**src/rtl/mem_access_pkg.sv**
```systemverilog
// Shared definitions for the memory-access stage: bus widths, field
// offsets of the EXE->MEM and MEM->WB buses, and the access FSM encoding.
package mem_access_pkg;

   localparam int EXE_MEM_BUS_W = 155;
   localparam int MEM_WB_BUS_W  = 120;

   // mem_control = {inst_load, inst_store, ls_word, lb_sign}
   localparam int MC_LOAD  = 3;
   localparam int MC_STORE = 2;
   localparam int MC_WORD  = 1;
   localparam int MC_SIGN  = 0;

   // EXE->MEM bus field offsets (LSB position of each field)
   localparam int EM_PC         = 0;    // 32 bits
   localparam int EM_OVERFLOW   = 32;   // 1 bit
   localparam int EM_WDEST      = 33;   // 5 bits
   localparam int EM_RF_WEN     = 38;   // 1 bit
   localparam int EM_SYS        = 39;   // {syscall, eret}
   localparam int EM_CP0R       = 41;   // 8 bits
   localparam int EM_FLAGS      = 49;   // {hi_write, lo_write, mfhi, mflo, mtc0, mfc0}
   localparam int EM_LO_RESULT  = 55;   // 32 bits
   localparam int EM_EXE_RESULT = 87;   // 32 bits
   localparam int EM_STORE_DATA = 119;  // 32 bits
   localparam int EM_MEM_CTRL   = 151;  // 4 bits

   // MEM->WB bus field offsets, also used by the writeback stage
   localparam int MW_PC         = 0;    // 32 bits
   localparam int MW_ADDR_ERR   = 32;   // 1 bit
   localparam int MW_OVERFLOW   = 33;   // 1 bit
   localparam int MW_SYS        = 34;   // {syscall, eret}
   localparam int MW_CP0R       = 36;   // 8 bits
   localparam int MW_FLAGS      = 44;   // {hi_write, lo_write, mfhi, mflo, mtc0, mfc0}
   localparam int MW_LO_RESULT  = 50;   // 32 bits
   localparam int MW_MEM_RESULT = 82;   // 32 bits
   localparam int MW_WDEST      = 114;  // 5 bits
   localparam int MW_RF_WEN     = 119;  // 1 bit

   typedef enum logic [1:0] {
      IDLE  = 2'd0,
      RDATA = 2'd1,
      DONE  = 2'd2
   } state_t;

   // Byte-lane write enables for a store: full word, or one lane picked by the low address bits.
   function automatic logic [3:0] store_wen(input logic ls_word, input logic [1:0] offset);
      return ls_word ? 4'hF : (4'b0001 << offset);
   endfunction

endpackage

```
**src/rtl/mem_access_load_align.sv**
```systemverilog
// Picks one byte of a loaded word by address offset (little-endian lanes)
// and sign- or zero-extends it to 32 bits.
module mem_access_load_align
   import mem_access_pkg::*;
(
   input  logic [31:0] word,
   input  logic [1:0]  offset,
   input  logic        sign,
   output logic [31:0] result
);

   logic [7:0] sel_byte;

   // Select the addressed byte lane and extend it.
   always_comb begin
      sel_byte = word[7:0];
      case (offset)
         2'd0: sel_byte = word[7:0];
         2'd1: sel_byte = word[15:8];
         2'd2: sel_byte = word[23:16];
         2'd3: sel_byte = word[31:24];
         default: sel_byte = word[7:0];
      endcase
      result = {{24{sign & sel_byte[7]}}, sel_byte};
   end

endmodule

```
**src/rtl/mem_access.sv**
```systemverilog
// Memory-access pipeline stage: issues loads/stores to the data RAM over a
// request/ready handshake, aligns load data and builds the MEM->WB bus.
module mem_access
   import mem_access_pkg::*;
#(
   parameter int EXE_MEM_W = EXE_MEM_BUS_W,
   parameter int MEM_WB_W  = MEM_WB_BUS_W
)(
   input  logic                 clk,
   input  logic                 resetn,
   input  logic                 MEM_valid,
   input  logic [EXE_MEM_W-1:0] EXE_MEM_bus_r,
   input  logic                 MEM_WB_go,
   input  logic                 dm_ready,
   input  logic [31:0]          dm_rdata,
   output logic                 dm_en,
   output logic [3:0]           dm_wen,
   output logic [31:0]          dm_addr,
   output logic [31:0]          dm_wdata,
   output logic                 MEM_over,
   output logic [MEM_WB_W-1:0]  MEM_WB_bus,
   output logic [4:0]           MEM_wdest,
   output logic [31:0]          MEM_pc
);

   logic [3:0]  mem_control;
   logic        inst_load, inst_store, ls_word, lb_sign;
   logic [31:0] store_data, exe_result, lo_result, pc;
   logic [5:0]  flags;
   logic [7:0]  cp0r_addr;
   logic [1:0]  sys;
   logic        rf_wen, overflow;
   logic [4:0]  rf_wdest;

   assign mem_control = EXE_MEM_bus_r[EM_MEM_CTRL   +: 4];
   assign store_data  = EXE_MEM_bus_r[EM_STORE_DATA +: 32];
   assign exe_result  = EXE_MEM_bus_r[EM_EXE_RESULT +: 32];
   assign lo_result   = EXE_MEM_bus_r[EM_LO_RESULT  +: 32];
   assign flags       = EXE_MEM_bus_r[EM_FLAGS      +: 6];
   assign cp0r_addr   = EXE_MEM_bus_r[EM_CP0R       +: 8];
   assign sys         = EXE_MEM_bus_r[EM_SYS        +: 2];
   assign rf_wen      = EXE_MEM_bus_r[EM_RF_WEN];
   assign rf_wdest    = EXE_MEM_bus_r[EM_WDEST      +: 5];
   assign overflow    = EXE_MEM_bus_r[EM_OVERFLOW];
   assign pc          = EXE_MEM_bus_r[EM_PC         +: 32];

   assign inst_load  = mem_control[MC_LOAD];
   assign inst_store = mem_control[MC_STORE];
   assign ls_word    = mem_control[MC_WORD];
   assign lb_sign    = mem_control[MC_SIGN];

   logic mem_op, mis, addr_err;
   assign mem_op   = inst_load | inst_store;
   assign mis      = ls_word & (exe_result[1:0] != 2'b00);
   assign addr_err = mis & mem_op;

   state_t      state, next_state;
   logic [31:0] load_data;
   logic        req, over;

   // State register; reset abandons any access in flight.
   always_ff @(posedge clk or negedge resetn) begin
      if (!resetn) state <= IDLE;
      else         state <= next_state;
   end

   // Capture read data the cycle after the load was accepted.
   always_ff @(posedge clk or negedge resetn) begin
      if (!resetn)             load_data <= '0;
      else if (state == RDATA) load_data <= dm_rdata;
   end

   // Next-state and handshake/completion decode.
   always_comb begin
      next_state = state;
      req        = 1'b0;
      over       = 1'b0;
      case (state)
         IDLE: begin
            req  = MEM_valid & mem_op & ~mis;
            // Non-memory and misaligned instructions finish without touching the RAM.
            over = MEM_valid & ~(mem_op & ~mis);
            if (req & dm_ready) next_state = inst_load ? RDATA : DONE;
         end
         RDATA: next_state = DONE;
         DONE: begin
            // A flushed instruction passes through DONE silently.
            over = MEM_valid;
            if (MEM_WB_go | ~MEM_valid) next_state = IDLE;
         end
         default: next_state = IDLE;
      endcase
   end

   // Outputs are forced quiet while reset is asserted.
   assign dm_en    = req & resetn;
   assign MEM_over = over & resetn;
   assign dm_wen   = (dm_en & inst_store) ? store_wen(ls_word, exe_result[1:0]) : 4'h0;
   assign dm_addr  = exe_result;
   assign dm_wdata = ls_word ? store_data : {4{store_data[7:0]}};

   logic [31:0] byte_result, mem_result;

   mem_access_load_align u_load_align (
      .word   (load_data),
      .offset (exe_result[1:0]),
      .sign   (lb_sign),
      .result (byte_result)
   );

   assign mem_result = !inst_load ? exe_result :
                       ls_word    ? load_data  : byte_result;

   // Pack the MEM->WB bus at the shared field offsets.
   always_comb begin
      MEM_WB_bus                         = '0;
      MEM_WB_bus[MW_RF_WEN]              = rf_wen;
      MEM_WB_bus[MW_WDEST      +: 5]     = rf_wdest;
      MEM_WB_bus[MW_MEM_RESULT +: 32]    = mem_result;
      MEM_WB_bus[MW_LO_RESULT  +: 32]    = lo_result;
      MEM_WB_bus[MW_FLAGS      +: 6]     = flags;
      MEM_WB_bus[MW_CP0R       +: 8]     = cp0r_addr;
      MEM_WB_bus[MW_SYS        +: 2]     = sys;
      MEM_WB_bus[MW_OVERFLOW]            = overflow;
      MEM_WB_bus[MW_ADDR_ERR]            = addr_err;
      MEM_WB_bus[MW_PC         +: 32]    = pc;
   end

   assign MEM_wdest = rf_wdest & {5{MEM_valid}};
   assign MEM_pc    = pc;

endmodule

```
**config.mk**
```make
export PLATFORM = sky130hd
export DESIGN_NAME = mem_access
export DESIGN_NICKNAME = d
export VERILOG_FILES = /design/src/rtl/mem_access_pkg.sv /design/src/rtl/mem_access_load_align.sv /design/src/rtl/mem_access.sv
export SDC_FILE = /design/constraint.sdc
export NUM_CORES = 1
export LEC_CHECK = 0
export CORE_AREA = 4 4 161 163
export DETAILED_ROUTE_END_ITERATION = 16
export DIE_AREA = 0 0 165 167
export GPL_TIMING_DRIVEN = 0
export HOLD_SLACK_MARGIN = 0.02
export SYNTH_ARGS = -nofsm -noshare
export SYNTH_HDL_FRONTEND = slang
export SYNTH_SLANG_ARGS = --single-unit
```
**constraint.sdc**
```tcl
create_clock -name clk -period 1.93 [get_ports clk]
set_clock_uncertainty 0.1 [all_clocks]
set_input_delay 0.386 -clock clk [delete_from_list [all_inputs] [get_ports clk]]
set_output_delay 0.386 -clock clk [all_outputs]
set_load 0.1 [all_outputs]
```
==> results of run 1 <==
==> placed cells by master, fill, tap and decap left out, types with 3 or more instances in the layout <==
cell type	n
dfrtp_1	32
buf_8	6
a21oi_4	3
nor3_4	3
o2bb2ai_2	4
buf_12	46
nand2_1	58
nor2_1	36
clkbuf_16	7
dlygate4sd2_1	117
a221oi_4	6
a41oi_4	24
clkbuf_4	8
nand2_2	24
buf_6	36
inv_1	7
o21ai_0	7
mux2_2	25
buf_2	40
buf_4	198
mux2i_1	4
and2_1	6
clkdlybuf4s50_1	101
nand2b_1	7
==> Yosys cell counts <==
cell       instances  area (µm²)
a222oi_1           1        10.0
and2b_1            1        7.51
mux2_4             2        30.0
a41oi_1            4        35.0
nand2_1           82         308
a221oi_1           7        61.3
nand4_1            1        6.26
buf_6              6        67.6
nand3_4            2        35.0
nor4_1             1        6.26
mux2_2            25         282
inv_1              7        26.3
and2_1             6        37.5
buf_2             13        65.1
nor2b_1            2        12.5
nand3b_1           1        7.51
a41oi_2           20         325
nor3_1             3        15.0
a21oi_1            3        15.0
nand4b_1           1        8.76
o21ai_0            9        45.0
mux2i_1            7        70.1
and3_1             1        6.26
nor2_1            39         146
dfrtp_1           34         851
xnor2_1            2        17.5
a211oi_1           1        7.51
o2bb2ai_1          6        52.6
o21a_1             2        15.0
buf_4            161        1210
or3b_1             1        8.76
or3b_2             1        8.76
nand2b_1           9        56.3
clkbuf_1           5        18.8
==> state kept, by name (all words and copies together), names as in the netlist <==
| name | cells |
|---|---|
| load_data | 32 |
| state | 2 |
==> final timing paths <==
path	startpoint	to	slack, ns	depth (start not counted)
setup / recovery	load_data[7]	MEM_WB_bus[89]	-0.25	4
hold / removal	load_data[20]	load_data[20]	0.45	1
setup reg to reg	state[1]	load_data[31]	0.24	4
hold reg to reg	load_data[20]	load_data[20]	0.45	1
max in group asynchronous	resetn	load_data[25]	0.95	3
min in group asynchronous	resetn	load_data[4]	0.58	3
==> layout make-up <==
class	count	area [µm²]	area share, %
diodes	1	2.50	0.0273
clock inverters	2	12.5	0.136
inverters	7	26.3	0.286
well taps	324	405	4.42
clock buffers	6	139	1.51
repair buffers	377	3870	42.2
multi-input cells	240	2370	25.8
plain buffers	185	1500	16.3
flip-flops and latches	34	853	9.30
==> through the flow <==
step                util (%)  TNS (ns)  total power [W]
floorplan                  -    -11.49          0.00499
global placement        34.1   -191.58          0.00608
detailed placement      34.1   -164.80          0.00610
CTS                     37.2     -6.88          0.00743
global route            37.7     -7.98          0.00770
finish                  37.7     -6.20          0.00741
==> per-layer routing <==
layer  share of wire, %  GRT usage, %  wire length, µm
met4               0.51          1.30              104
met1                 37          15.5             7480
met5                  0             0                0
met2                 53          26.4            10800
met3                9.2          3.78             1870
==> what timing repair did <==
action | CTS | global route
setup buffers | 35 | 4
gates resized for setup | 953 | 17
setup endpoints to repair | 227 | 49
cloned | 1 | 2
pin swaps | 29 | 26
hold endpoints to repair | 34 | 0
hold buffers | 2 | 0
==> logic make-up (layout without fill, tap and decap cells) <==
kind of cell	count (synthesis)	count (layout)	share of synthesized area, %
other cells	0	1	0
simple gates	151	151	17.3
mux	34	34	9.85
buf+inv	192	577	35.8
xor+xnor	2	2	0.452
compound gates	53	53	14.6
flops	34	34	22.0
==> power by group through the flow <==
stage          clock [W]  combinational [W]  sequential (W)
2_1_floorplan          0            0.00387         0.00112
3_3_place_gp           0            0.00489         0.00120
3_5_place_dp           0            0.00490         0.00120
4_1_cts         0.000848            0.00541         0.00117
5_1_grt         0.000879            0.00561         0.00121
6_report        0.000830            0.00540         0.00118
==> results by group, run 1 <==
Power
  – Int Power: ~0.0034 W
  – Worst VDD drop: between 0.0004 and 0.0005 V
  – Pwr dens: a little over 800 nW/µm²
  – Switching power: roughly 0.0041 W
  – Register share of total power: 15.9%
  – Leak Pwr: 4.19 nW
  – Clk network pwr share: between 10 and 15%
  – Switch share: 54.8%
  – Gate power share: between 70% and 80%

Synthesis
  – Syn Inst Count: between 400 and 500
  – Post-Syn Nets: ~660
  – Syn_area_per_cell: a little over 8 µm²
  – Yosys cell types: 34
  – Seq/Total Area, Yosys: between 20% and 30%
  – Seq cells post-synth: 34
  – Netlist Area Pre-Place: about 3900 µm²
  – Synth Warn #: 0

Routing
  – Iter 0 DRT Violations: 83
  – Post-DRT Antenna Nets: 0
  – Final WL: between 20 and 25 mm
  – DRT Pass-1 Iters: 4
  – Vias: approximately 4500
  – Vias/cell: roughly 3.8
  – Routed length per instance: approximately 17 µm
  – DRC: 0

Clocking
  – Clock buffer depth: 2
  – Root buffer cell: clkbuf_16
  – Clk pin slew, worst setup/hold paths: 0.06 ns
  – CTS sink cnt: 34
  – Clock latency on the worst-skew pair: 0.28 ns
  – H-tree Lvls: 2
  – CTS tree: done
  – TritonCTS Buffers: 5

Timing
  – Hold slack: between 0.4 and 0.5 ns
  – # setup viols final: 35
  – Final worst slack: -0.254 ns
  – Fmax: 458 MHz
  – Slew headroom: roughly 33%
  – RSZ-0062 raised after global routing: true
  – Slew Limit Fails: 0
  – Final Hold Vio Count: 0
  – Least-Margin Pin Slew: 1.01 ns
  – Period utilisation layout: 113%
  – Min Tclk post-route: between 2 and 2.5 ns

Critical path
  – Crit-path cells: mux2_4 -> a222oi_1 -> a21oi_4 -> buf_8
  – Critical path class: register to output pin
  – Kind of end point of the critical path: output pin
  – CP max FO: 3
  – Startpoint Class: register
  – CP Data Arrival Time: 1.70 ns
  – Critical Path Slowest Stage Cell: a222oi_1
  – Worst path top cell family by delay: compound AO/OA/AOI/OAI gates
  – Buf/Inv on CP: 1
  – Critical path's largest stage delay: 0.44 ns
  – CP Data Required Time: about 1.4 ns

Global routing
  – Global Route Usage Sum: ~14%
  – Number of global-route vias before repair: about 4800
  – Initial antenna violation count: 1
  – Global-route wire length before repair: around 30 mm
  – Total grt overflow: 0
  – Largest net degree at the start of global routing: 35

Layout
  – Area delta synth->final: 137%
  – Share of cells above drive strength 1: around 55%
  – Non-Filler Instances: roughly 1200
  – Final nets: 1042
  – Fin area: between 9000 and 10000 µm²
  – Fillers: around 2500

Placed design
  – Placer Congestion: about 0.73
  – Placed insts: 1124
  – DP Area: 8290 µm²
  – Pre-CTS setup slack: -2.14 ns
  – DP Wirelength: approximately 16 mm
  – PortBufs: between 300 and 400

Flow run
  – Max-cap violations: 0

Status
  – Outcome: finished, violations left
  – Failing checks: negative setup slack

Floorplan
  – Vert. Die Dim: 167 µm
  – Initial core utilization: between 10% and 20%
  – Core area: 24300 µm²
  – FP Rows: 57
  – Die width: ~170 µm
  – Total die area: roughly 28000 µm²
  – IO Count: 419

Worst hold path
  – Worst hold path class: register to register
Note: power is estimated with default switching activity, not from simulation.
==> run 2: changes to the inputs <==
--- a/config.mk
+++ b/config.mk
@@ -13,3 +13,4 @@
 export SYNTH_ARGS = -nofsm -noshare
 export SYNTH_HDL_FRONTEND = slang
 export SYNTH_SLANG_ARGS = --single-unit
+export TNS_END_PERCENT = 20
==> run 2 against run 1 <==
Compared with the run above:
- the run still ends with negative setup slack left
- non-clock buffer count down 10
- flip-flop and latch count unchanged
- register-to-register slack worse by 0.04 ns
- largest cell class unchanged
- highest routed layer unchanged
- die area unchanged
==> results by group, run 2 (same netlist as run 1, synthesis figures left out) <==
Layout
  – Non-Filler Instances: 1165 (-0.94%)
  – Share of cells above drive strength 1: 64.7% (+9.7 points)
  – N_diodes: 0 (-1)
  – Sequential cell area: 853 µm² (unchanged)
  – Most common cell after layout, fill and taps aside: buf_4
  – Largest Register: load_data
  – Top Registers: load_data: 32 flops, state: 2 flops
  – Most frequent cells in the layout: 354 x buf_4, 101 x clkdlybuf4s50_1, 80 x nand2_1
  – Final nets: 1032 (-0.96%)
  – Fillers: 2536 (+3.1%)
  – Multi-input logic area: 2270 µm² (-4.3%)
  – Area delta synth->final: 127%
  – Max reg flops: 32 (unchanged)

Critical path
  – Startpoint Class: register
  – CP Data Required Time: 1.44 ns (about the same)
  – Critical path's largest stage delay: 0.60 ns (+0.16 ns)
  – Crit-path cells: mux2_4 -> a222oi_1 -> a21oi_4 -> buf_12
  – CP max FO: 2 (-1)
  – Critical Path Slowest Stage Cell: a222oi_1
  – Critical path class: register to output pin
  – CP Data Arrival Time: 1.88 ns (+0.18 ns)
  – Kind of end point of the critical path: output pin

Power
  – Switch share: 55.1% (+0.34 points)
  – Register share of total power: 16.0% (about the same)
  – Pwr dens: 831 nW/µm² (+2.9%)
  – Pwr Total: 0.00732 W (-1.2%)
  – Clk network pwr share: 11.6% (+0.4 points)
  – Switching power: 0.00404 W (-0.55%)
  – Int Power: 0.00329 W (-1.9%)
  – Leak Pwr: 4.08 nW (-2.8%)
  – Gate power share: 72.4% (-0.5 points)
  – Worst VDD drop: 0.000426 V (+2.0%)

Timing
  – Final Hold Vio Count: 0 (unchanged)
  – # setup viols final: 33 (-5.7%)
  – Fmax: 423 MHz (-7.7%)
  – Slew headroom: 54.2% (+21 points)
  – Slew Limit Fails: 0 (unchanged)
  – Least-Margin Pin Slew: 0.687 ns (-0.325 ns)
  – Min Tclk post-route: 2.37 ns (+0.182 ns)
  – Final worst slack: -0.435 ns (-0.182 ns)
  – Hold slack: 0.350 ns (-0.0980 ns)
  – RSZ-0062 raised after global routing: true
  – Period utilisation layout: 123% (+9.4 points)

Global routing
  – Largest net degree at the start of global routing: 35 (unchanged)
  – Total grt overflow: 0 (unchanged)
  – Initial antenna violation count: 0 (-1)
  – Global-route wire length before repair: 28.7 mm (-1.7%)
  – Number of global-route vias before repair: 4574 (-5.3%)
  – Global Route Usage Sum: 13.5% (-0.23 points)

Routing
  – DRT Pass-1 Iters: 4 (unchanged)
  – Vias/cell: 3.69 (-2.8%)
  – Final WL: 19.9 mm (-1.6%)
  – Routed length per instance: 17.1 µm (-0.66%)
  – Vias: 4296 (-3.7%)
  – Iter 0 DRT Violations: 161 (+94%)
  – Post-DRT Antenna Nets: 0 (unchanged)
  – DRC: 0 (unchanged)

Clocking
  – CTS tree: done
  – Root buffer cell: clkbuf_16
  – H-tree Lvls: 2 (unchanged)
  – Clk pin slew, worst setup/hold paths: 0.06 ns (about the same)
  – Clock latency on the worst-skew pair: 0.28 ns (about the same)
  – TritonCTS Buffers: 5 (unchanged)
  – Clock buffer depth: 2 (unchanged)
  – CTS sink cnt: 34 (unchanged)

Floorplan
  – FP Rows: 57 (unchanged)
  – Vert. Die Dim: 167 µm (unchanged)
  – Core area: 24300 µm² (unchanged)
  – IO Count: 419 (unchanged)
  – Initial core utilization: 15.9% (unchanged)
  – Total die area: 27600 µm² (unchanged)
  – Die width: 165 µm (unchanged)

Status
  – Outcome: finished, violations left
  – Failing checks: negative setup slack

Placed design
  – DP Wirelength: 16.5 mm (+0.40%)
  – Placed insts: 1124 (unchanged)
  – Placer Congestion: 0.719 (-1.8%)
  – Pre-CTS setup slack: -1.99 ns (+0.158 ns)
  – PortBufs: 334 (unchanged)

Flow run
  – Max-cap violations: 0 (unchanged)

Worst hold path
  – Worst hold path class: input pin to register
run 2: area by class of cell:
class	count	area share (%)
inverters	7	0.298
clock buffers	6	1.58
repair buffers	367	41.0
multi-input cells	240	25.7
clock inverters	2	0.142
well taps	324	4.60
flip-flops and latches	34	9.69
plain buffers	185	17.0
run 2: final timing paths:
check	startpoint	to	slack, ns	depth (start not counted)
max in group asynchronous	resetn	load_data[4]	0.98	3
hold reg to reg	load_data[25]	load_data[25]	0.43	1
setup reg to reg	state[1]	load_data[20]	0.20	4
setup / recovery	load_data[7]	MEM_WB_bus[89]	-0.44	4
min in group asynchronous	resetn	load_data[19]	0.55	3
hold / removal	MEM_valid	state[1]	0.35	3
run 2: repair_timing:
| action | CTS | global route |
|---|---|---|
| hold buffers | 2 | 0 |
| pin swaps | 17 | 8 |
| cloned | 5 | 0 |
| endpoints found under the setup margin | 227 | 59 |
| resized for setup | 760 | 29 |
| endpoints found under the hold margin | 34 | 0 |
| buffers inserted | 24 | 2 |
run 2: per-stage QoR:
stage               area (µm²)  setup TNS, ns  utilization [%]
detailed placement        8200        -160.52             33.7
floorplan                 4460         -14.10                -
CTS                       8690          -8.19             35.7
finish                    8810          -7.57             36.2
global route              8810          -9.48             36.2
global placement          8210        -186.45             33.8
run 2: worst max-delay path: cells and delay by family, from the launching register on:
kind	cells	cell delay (ns)
buf+inv	1	0.19
flops	1	0.39
compound gates	2	0.73
mux	1	0.28
run 2: power groups by stage:
stage	Clock (W)	Combinational, W	Sequential [W]
after floorplan	0	0.00385	0.00112
final	0.000846	0.00530	0.00118
after global routing	0.000897	0.00551	0.00121
after CTS	0.000873	0.00527	0.00117
after global placement	0	0.00487	0.00119
after detailed placement	0	0.00489	0.00120
run 2: per-layer routing:
| layer | share of wire [%] | wire, µm | vias to the layer above | global-route usage [%] |
|---|---|---|---|---|
| met1 | 40 | 8060 | 1951 | 17.2 |
| met2 | 51 | 10200 | 187 | 24.1 |
| met5 | 0 | 0 | - | 0 |
| met4 | 0.66 | 131 | 0 | 1.77 |
| li1 | - | - | 2150 | - |
| met3 | 7.7 | 1540 | 8 | 2.69 |
==> run 3: changes to the inputs <==
--- a/config.mk
+++ b/config.mk
@@ -5,11 +5,16 @@
 export SDC_FILE = /design/constraint.sdc
 export NUM_CORES = 1
 export LEC_CHECK = 0
-export CORE_AREA = 4 4 161 163
+export ABC_CLOCK_PERIOD_IN_PS = 1930
+export CELL_PAD_IN_SITES_DETAIL_PLACEMENT = 1
+export CELL_PAD_IN_SITES_GLOBAL_PLACEMENT = 2
+export CORE_MARGIN = 4
+export CORE_UTILIZATION = 13
 export DETAILED_ROUTE_END_ITERATION = 16
-export DIE_AREA = 0 0 165 167
 export GPL_TIMING_DRIVEN = 0
 export HOLD_SLACK_MARGIN = 0.02
+export PLACE_DENSITY_LB_ADDON = 0.1
+export SKIP_LAST_GASP = 1
 export SYNTH_ARGS = -nofsm -noshare
 export SYNTH_HDL_FRONTEND = slang
 export SYNTH_SLANG_ARGS = --single-unit
==> run 3 against run 2 <==
Compared with the run above:
- the run still ends with negative setup slack left
- final area grew 6.8%
- sequential share of layout area fell by 0.61 points
- final cell count grew 5.4%
- register-to-register slack gained 0.03 ns
- non-clock buffer count increased by 3
- clock power down 6.1%
- utilization is 3.8 points lower
- critical path depth stayed put
- power up 1.9%
- combinational power increased by 3%
==> results by group, run 3 (same netlist as run 1, synthesis figures left out) <==
Critical path
  – Critical path's largest stage delay: 0.47 ns (-0.13 ns)
  – Kind of end point of the critical path: output pin
  – Critical Path Slowest Stage Cell: a222oi_1
  – Startpoint Class: register
  – CP max FO: 3 (+1)
  – CP Data Required Time: 1.44 ns (about the same)
  – Crit-path cells: mux2_4 -> a222oi_1 -> a21oi_4 -> buf_12
  – Critical path class: register to output pin
  – CP Data Arrival Time: 1.76 ns (-0.12 ns)

Global routing
  – Number of global-route vias before repair: 5065 (+11%)
  – Global-route wire length before repair: 33.7 mm (+17%)
  – Global Route Usage Sum: 13.3% (-0.23 points)
  – Total grt overflow: 0 (unchanged)
  – Largest net degree at the start of global routing: 35 (unchanged)
  – Initial antenna violation count: 2 (+2)

Power
  – Pwr Total: 0.00746 W (+1.9%)
  – Leak Pwr: 4.02 nW (-1.2%)
  – Pwr dens: 793 nW/µm² (-4.6%)
  – Worst VDD drop: 0.000349 V (-18%)

Timing
  – Fmax: 446 MHz (+5.4%)
  – Period utilisation layout: 116% (-6.3 points)
  – Post-route setup TNS: -25.09 ns (-17.52 ns)
  – Slew headroom: 30.4% (-24 points)
  – Final Hold Vio Count: 0 (unchanged)
  – Hold slack: 0.435 ns (+0.0849 ns)
  – Min Tclk post-route: 2.24 ns (-0.122 ns)
  – RSZ-0062 raised after global routing: true
  – Final worst slack: -0.313 ns (+0.122 ns)
  – Least-Margin Pin Slew: 1.05 ns (+0.362 ns)
  – # setup viols final: 174 (+430%)
  – Slew Limit Fails: 0 (unchanged)

Layout
  – Share of cells above drive strength 1: 51.2% (-14 points)
  – Top Registers: load_data: 32 flops, state: 2 flops
  – Max reg flops: 32 (unchanged)
  – N_diodes: 0 (unchanged)
  – Area delta synth->final: 143%
  – Most common cell after layout, fill and taps aside: clkdlybuf4s50_1
  – Fin area: 9400 µm² (+6.8%)
  – Most frequent cells in the layout: 215 x clkdlybuf4s50_1, 190 x buf_4, 82 x nand2_1
  – Largest Register: load_data
  – Final nets: 1035 (+0.29%)

Clocking
  – TritonCTS Buffers: 5 (unchanged)
  – CTS tree: done
  – Root buffer cell: clkbuf_16
  – H-tree Lvls: 2 (unchanged)
  – CTS sink cnt: 34 (unchanged)
  – Clock buffer depth: 2 (unchanged)
  – Clock latency on the worst-skew pair: 0.28 ns (about the same)
  – Clk pin slew, worst setup/hold paths: 0.06 ns (about the same)

Routing
  – DRT Pass-1 Iters: 4 (unchanged)
  – Vias/cell: 3.63 (-1.6%)
  – Final WL: 22.5 mm (+13%)
  – Post-DRT Antenna Nets: 0 (unchanged)
  – Iter 0 DRT Violations: 95 (-41%)
  – DRC: 0 (unchanged)
  – Routed length per instance: 18.3 µm (+7.1%)
  – Vias: 4455 (+3.7%)

Placed design
  – DP Wirelength: 19.0 mm (+15%)
  – PortBufs: 334 (unchanged)
  – DP Area: 8280 µm² (+0.92%)
  – Pre-CTS setup slack: -1.97 ns (+0.0150 ns)
  – Placer Congestion: 0.839 (+17%)

Status
  – Failing checks: negative setup slack
  – Outcome: finished, violations left

Floorplan
  – Total die area: 32600 µm² (+18%)
  – Die width: 181 µm (+9.5%)
  – FP Rows: 62 (+8.8%)
  – Vert. Die Dim: 181 µm (+8.2%)
  – IO Count: 419 (unchanged)
  – Core area: 29000 µm² (+19%)
  – Initial core utilization: 13.4% (-2.6 points)

Flow run
  – Max-cap violations: 0 (unchanged)

Worst hold path
  – Worst hold path class: register to register
## run 3: cell count changes in the layout (fill, tap and decap cells not counted), sizes merged
| cell | before | now |
|---|---|---|
| buf | 441 | 297 |
| clkdlybuf4s15 | 0 | 27 |
| clkdlybuf4s50 | 101 | 215 |
| dlygate4sd2 | 2 | 3 |
| clkinvlp | 1 | 0 |
| clkinv | 1 | 2 |
| clkbuf | 12 | 17 |
## run 3: power by group
group	total (W)	leakage, nW	internal [W]	switching [W]
clock	0.000794	0.0708	0.000479	0.000316
combinational	0.00548	3.54	0.00193	0.00355
sequential	0.00118	0.412	0.000974	0.000209
total	0.00746	4.02	0.00338	0.00408
## run 3: per-stage QoR
| step | instances | utilization, % |
|---|---|---|
| finish | 1228 | 32.4 |
| global route | 1228 | 32.4 |
| CTS | 1228 | 32.8 |
| detailed placement | 1184 | 28.5 |
| global placement | 1184 | 28.6 |
| floorplan | 466 | - |
## run 3: worst paths after layout
path | startpoint | to | slack [ns] | depth (start not counted)
worst min register to register | load_data[25] | load_data[25] | 0.44 | 1
max in group asynchronous | resetn | state[0] | 0.94 | 3
worst max register to register | state[1] | load_data[24] | 0.23 | 4
worst min-delay path | load_data[25] | load_data[25] | 0.44 | 1
worst max-delay path | load_data[7] | MEM_WB_bus[89] | -0.31 | 4
min in group asynchronous | resetn | load_data[6] | 0.57 | 3
## run 3: layer usage
layer	vias up	routed length [µm]	global-route usage, %
li1	2155	-	-
met1	2042	8280	14.3
met2	244	12300	26.1
met3	10	1730	3.84
met4	4	142	1.91
met5	-	27	0
## run 3: layout make-up
cell class,count,area [µm²]
fillers,3255,19600
repair buffers,370,4090
multi-input cells,240,2300
plain buffers,185,1510
flip-flops and latches,34,853
well taps,384,480
clock buffers,6,129
inverters,7,26.3
clock inverters,2,13.8
## run 3: repair_timing
action | CTS | global route
setup endpoints to repair | 228 | 206
hold endpoints to repair | 34 | 0
resized for setup | 713 | 41
hold buffers | 2 | 0
pin swaps | 24 | 4
cloned | 6 | 0
buffers inserted | 28 | 1
## run 3: critical path, delay by kind of cell (launching register included)
kind                   cells  cell delay (ns)
AOI/OAI and AO/OA          2             0.59
DFF                        1             0.40
muxes                      1             0.30
buffers and inverters      1             0.19
